<file path="config.mk">
export PLATFORM = sky130hd
export DESIGN_NAME = vram_arbiter
export DESIGN_NICKNAME = d
export VERILOG_FILES = /design/src/rtl/vram_pkg.sv /design/src/rtl/vram_nt_mirror.sv /design/src/rtl/vram_arbiter.sv
export SDC_FILE = /design/constraint.sdc
export NUM_CORES = 1
export LEC_CHECK = 0
export BUFFER_PORTS_ARGS = -buffer_cell sky130_fd_sc_hd__buf_2
export CAP_MARGIN = 20
export CORE_UTILIZATION = 35
export DETAILED_ROUTE_END_ITERATION = 10
export GPL_TIMING_DRIVEN = 0
export PLACE_DENSITY = 0.75
export RECOVER_POWER = 100
export SLEW_MARGIN = 0
export SYNTH_ARGS = -nofsm -noshare
export SYNTH_HDL_FRONTEND = slang
export SYNTH_SLANG_ARGS = --single-unit
</file>
<file path="constraint.sdc">
create_clock -name clk -period 1.6 [get_ports clk]
set_input_delay 0.16 -clock clk [delete_from_list [all_inputs] [get_ports clk]]
set_output_delay 0.16 -clock clk [all_outputs]
set_load 0.01 [all_outputs]
</file>
<file path="src/rtl/vram_pkg.sv">
// Shared definitions for the nametable VRAM arbiter.
//   MIR_*    : mirror_mode encodings
//   owner_t  : in-flight read owner, used in the return cycle
//   VRAM_AW  : physical nametable VRAM address width (2 KB)
package vram_pkg;
    localparam int VRAM_AW = 11;

    localparam logic [1:0] MIR_HORZ  = 2'd0;
    localparam logic [1:0] MIR_VERT  = 2'd1;
    localparam logic [1:0] MIR_SCR_A = 2'd2;
    localparam logic [1:0] MIR_SCR_B = 2'd3;

    typedef enum logic [1:0] {
        OWN_NONE = 2'd0,
        OWN_PPU  = 2'd1,
        OWN_CPU  = 2'd2
    } owner_t;
endpackage

</file>
<file path="src/rtl/vram_nt_mirror.sv">
// Nametable mirroring: folds a 14-bit PPU-space address onto the 11-bit
// physical VRAM address.
//   addr        in  14  PPU-space address (bits 13:12 ignored)
//   mirror_mode in  2   MIR_HORZ / MIR_VERT / MIR_SCR_A / MIR_SCR_B
//   vram_addr   out 11  physical VRAM address
module nt_mirror
    import vram_pkg::*;
(
    input  logic [13:0]        addr,
    input  logic [1:0]         mirror_mode,
    output logic [VRAM_AW-1:0] vram_addr
);
    logic unused_hi;
    assign unused_hi = ^addr[13:12];

    always_comb begin
        vram_addr = {1'b0, addr[9:0]};
        case (mirror_mode)
            MIR_HORZ:  vram_addr[10] = addr[11];
            MIR_VERT:  vram_addr[10] = addr[10];
            MIR_SCR_A: vram_addr[10] = 1'b0;
            MIR_SCR_B: vram_addr[10] = 1'b1;
            default:   vram_addr[10] = 1'b0;
        endcase
    end
endmodule

</file>
<file path="src/rtl/vram_arbiter.sv">
// Shares the 2 KB nametable VRAM between the PPU fetch path and the CPU
// PPUDATA path. One access may issue per cycle; read data returns the next
// cycle, overlapping the following issue.
//   mirror_mode                      nametable mirroring select
//   ppu_req/ppu_addr -> ppu_gnt      PPU single-cycle read requests
//   ppu_rd_valid/ppu_rd_data         PPU read return (T+1)
//   cpu_req/we/addr/wr_data -> ack   CPU request, held until acked
//   cpu_rd_valid/cpu_rd_data         CPU read return; data held afterwards
//   vram_en/rw/addr/wr_data          to vram block (rw: 1 = read)
//   vram_rd_data                     from vram block (0 when vram_en low)
module vram_arbiter
    import vram_pkg::*;
#(
    parameter int MAX_WAIT = 4,
    parameter int CNT_W    = 3
) (
    input  logic               clk,
    input  logic               rst,
    input  logic [1:0]         mirror_mode,
    input  logic               ppu_req,
    input  logic [13:0]        ppu_addr,
    output logic               ppu_gnt,
    output logic               ppu_rd_valid,
    output logic [7:0]         ppu_rd_data,
    input  logic               cpu_req,
    input  logic               cpu_we,
    input  logic [13:0]        cpu_addr,
    input  logic [7:0]         cpu_wr_data,
    output logic               cpu_ack,
    output logic               cpu_rd_valid,
    output logic [7:0]         cpu_rd_data,
    output logic               vram_en,
    output logic               vram_rw,
    output logic [VRAM_AW-1:0] vram_addr,
    output logic [7:0]         vram_wr_data,
    input  logic [7:0]         vram_rd_data
);
    localparam logic [CNT_W-1:0] WAIT_MAX = CNT_W'(MAX_WAIT);

    logic [CNT_W-1:0]   wait_cnt;
    owner_t             owner_q, owner_d;
    logic [VRAM_AW-1:0] last_addr_q, mir_addr;
    logic [7:0]         cpu_rd_q;
    logic               cpu_win, ppu_win;
    logic [13:0]        sel_addr;

    // Grants are suppressed while reset is held so every output sits at its
    // reset value regardless of what the requesters are doing.
    always_comb begin
        cpu_win = 1'b0;
        ppu_win = 1'b0;
        if (!rst) begin
            if (cpu_req && wait_cnt == WAIT_MAX) cpu_win = 1'b1;
            else if (ppu_req)                    ppu_win = 1'b1;
            else if (cpu_req)                    cpu_win = 1'b1;
        end
    end

    assign sel_addr = cpu_win ? cpu_addr : ppu_addr;

    nt_mirror u_mirror (
        .addr        (sel_addr),
        .mirror_mode (mirror_mode),
        .vram_addr   (mir_addr)
    );

    always_comb begin
        ppu_gnt      = ppu_win;
        cpu_ack      = cpu_win;
        // Keep the vram enabled through a read's return cycle, otherwise it
        // zeroes its data_out; rw stays 1 there so nothing gets written.
        vram_en      = cpu_win | ppu_win | (owner_q != OWN_NONE);
        vram_rw      = ~(cpu_win & cpu_we);
        vram_addr    = (cpu_win | ppu_win) ? mir_addr : last_addr_q;
        vram_wr_data = (cpu_win & cpu_we) ? cpu_wr_data : 8'h00;

        owner_d = OWN_NONE;
        if (cpu_win && !cpu_we) owner_d = OWN_CPU;
        else if (ppu_win)       owner_d = OWN_PPU;

        ppu_rd_valid = (owner_q == OWN_PPU);
        ppu_rd_data  = ppu_rd_valid ? vram_rd_data : 8'h00;
        cpu_rd_valid = (owner_q == OWN_CPU);
        cpu_rd_data  = cpu_rd_valid ? vram_rd_data : cpu_rd_q;
    end

    always_ff @(posedge clk or posedge rst) begin
        if (rst) begin
            owner_q     <= OWN_NONE;
            wait_cnt    <= '0;
            last_addr_q <= '0;
            cpu_rd_q    <= 8'h00;
        end else begin
            owner_q <= owner_d;
            if (cpu_win | ppu_win) last_addr_q <= mir_addr;
            if (cpu_rd_valid)      cpu_rd_q    <= vram_rd_data;
            if (cpu_req && !cpu_win) begin
                if (wait_cnt != WAIT_MAX) wait_cnt <= wait_cnt + 1'b1;
            end else begin
                wait_cnt <= '0;
            end
        end
    end
endmodule

</file>
==> summary.txt <==
Layout
  • Filler cells: 282
  • # diodes: 0
  • Reg area: 601 µm²
  • Area of the multi-input gates: 712 µm²
  • Area Growth Syn to Fin: 83.6%
  • # nets final: 289
  • Share of layout cells above drive strength 1: 63.8%

Synth
  • YS warnings: 0
  • Synth Cell Area: 1200 µm²
  • Commonest cells in the netlist: 27 x nor2_1, 24 x dfrtp_1, 10 x o22ai_1, 9 x mux2_2
  • Number of distinct library cells after synthesis: 25
  • Top FF cell, synth: dfrtp_1
  • Syn Inst Count: 126
  • Most common cell in the synthesized netlist: nor2_1
  • Post-synth net total: 179
  • Yosys top cell area share: 50.1%
  • #FFs+latches synth: 24
  • Post-Synthesis Mean Instance Area: 9.51 µm²
  • Synth area leader: dfrtp_1
  • Seq/Total Area, Yosys: 50.1%
  • Ys async rst share: 100%
  • Top cells by area, synth: dfrtp_1 50%, mux2_2 8.5%, nor2_1 8.5%
  • Post-synth EDFFs: 0

STA
  • Setup_tns: -8.53 ns
  • FMAX: 489 MHz
  • Tmin final: 2.05 ns
  • Final-report hold violation count: 0
  • Final number of setup-violating endpoints: 31
  • Unrepaired setup endpoints after global routing: yes
  • Tcrit/Tclk final: 128%
  • Final worst slack: -0.446 ns
  • Setup Skew: 0.00992 ns
  • Worst slew pin tran: 0.410 ns
  • Slew Limit Fails: 0
  • Max transition margin: 72.6%

Worst setup path
  • Crit-path max FO: 2
  • Crit Reg-Reg Endpoint: last_addr_q[10]$_DFF_PP0_
  • CP endpoint kind: output pin
  • Reg2Reg Setup Slack: -0.06 ns
  • Crit path arrival time: 1.89 ns
  • Crit. Startpoint: wait_cnt[1]$_DFFE_PP0P_
  • R2R depth: 7
  • Worst r2r src: wait_cnt[1]$_DFFE_PP0P_
  • Worst EP required: 1.44 ns
  • Startpoint types: flip-flop
  • Crit path kind: flip-flop to output pin

Global routing
  • Global-route wire length before repair: 4860 µm
  • Largest net degree at the start of global routing: 25
  • Vias in the first global route: 1,139
  • Total Routing Usage GR: 17.9%
  • Antenna violations before repair: 0
  • Gr ovfl total: 0

CTS
  • TritonCTS clock tree: built
  • Clk buf depth: 2
  • H-tree level count: 1
  • Clock Root Buffer: clkbuf_4
  • CTS sink cnt: 24
  • Cts bufs inserted: 3
  • Skew-Pair Late Insertion Delay: 0.31 ns
  • Clock transition at path regs: 0.13 ns

Route
  • Starting DRT DRC Count: 30
  • Routed Antenna Nets: 0
  • Detailed Route WL: 3580 µm
  • DR vias: 1,318
  • Number of remaining DRC errors: 0
  • Drt first pass iters: 4
  • Per-cell routed wire length: 12.8 µm
  • Via density: 4.72

Power
  • Power Density: 797 nW/µm²
  • Leakage: 1.13 nW
  • Maximum VDD drop: 799 µV

Floorplanning
  • Die Area: 3660 µm²
  • Die Y: 60.5 µm
  • Die width: 60.5 µm
  • Core outline area: 3150 µm²
  • Number of core rows: 20
  • Initial core utilization: 38.0%
  • Total I/O pin count: 92

Min path
  • Hold Path Depth: 3
  • Hold endpoint: last_addr_q[4]$_DFF_PP0_
  • Worst hold path type: input port to flip-flop
  • Worst Hold Launch: ppu_addr[4]

Placement
  • DP Wirelength: 2370 µm
  • RD Place Congestion: 0.678
  • I/O Buffers: 87
  • Place WS: -0.591 ns

Status
  • Failing checks: setup timing
  • Status: finished, violations left

Run
  • Max-cap violation count: 0
==> worst max-delay path by stage <==
stage,endpoint,slack (ns),cells past startpoint
CTS,vram_addr[10],-0.46,7
global placement,vram_addr[0],-0.59,7
floorplan,vram_addr[10],0.006,9
detailed placement,vram_addr[1],-0.59,7
finish,vram_addr[10],-0.45,7
global route,vram_addr[10],-0.53,7
==> timing repair <==
action	4_1_cts	5_1_grt
resized for setup	55	23
pin swaps	18	9
buffers inserted	10	5
endpoints found under the setup margin	40	39
gates cloned	3	1
hold endpoints to repair	24	0
hold buffers	1	0
==> registers in the layout (all words and copies together), names as in the netlist <==
name / flops
cpu_rd_q: 8
owner_q: 2
last_addr_q: 11
wait_cnt: 3
==> critical path, stage by stage (launching register included) <==
cell       delay (ns)
dfrtp_1          0.39
inv_2            0.05
ha_4             0.16
a21boi_4         0.14
mux2_4           0.31
o2111ai_2        0.20
nand4_1          0.15
buf_2            0.17
==> routing by layer <==
metal  GRT usage [%]  routed length (µm)
met3            5.54                 267
met5               0                   0
met4            2.92                  19
met1            19.7                1380
met2            34.2                1910
==> stage by stage <==
| stage | cell area, µm² | cells | power, W | hold slack [ns] | utilization, % |
|---|---|---|---|---|---|
| final | 2200 | 279 | 0.00176 | 0.0746 | 69.8 |
| after global placement | 1700 | 257 | 0.00120 | 0.423 | 54.0 |
| after floorplan | 1210 | 126 | 0.00100 | 0.198 | - |
| after detailed placement | 1700 | 257 | 0.00121 | 0.420 | 54.0 |
| after global routing | 2200 | 279 | 0.00185 | 0.0916 | 69.8 |
| after CTS | 2070 | 274 | 0.00172 | 0.0882 | 65.7 |
==> cell usage in the layout, fill, tap and decap left out, types with 3 or more instances in the layout <==
cell type	instances
buf_6	23
buf_2	71
clkbuf_4	5
o22ai_2	8
buf_4	10
mux2_4	7
nand4_1	3
nand2_1	4
and2_1	8
dfrtp_1	24
nor2_1	25
and3_4	7
==> layout make-up <==
cell class              instances  share of cell area, %
plain buffers                   5                   2.16
well taps                      44                   2.50
multi-input cells              89                   32.3
inverters                       6                   1.31
repair buffers                107                   32.7
flip-flops and latches         24                   27.3
clock buffers                   4                   1.65
==> power by group <==
part           internal (W)  total, W  switching [W]
combinational      0.000397  0.000696       0.000300
clock              0.000139  0.000315       0.000176
sequential         0.000705  0.000744      0.0000390
==> kinds of logic after synthesis <==
logic type	count (synthesis)	share of synthesized area (%)
compound gates	15	8.35
flops	24	50.1
mux	9	8.46
simple gates	62	25.5
xor+xnor	1	0.731
buf+inv	13	4.80
fa+ha+maj	2	2.09
Power figures use the tool's default switching activity.
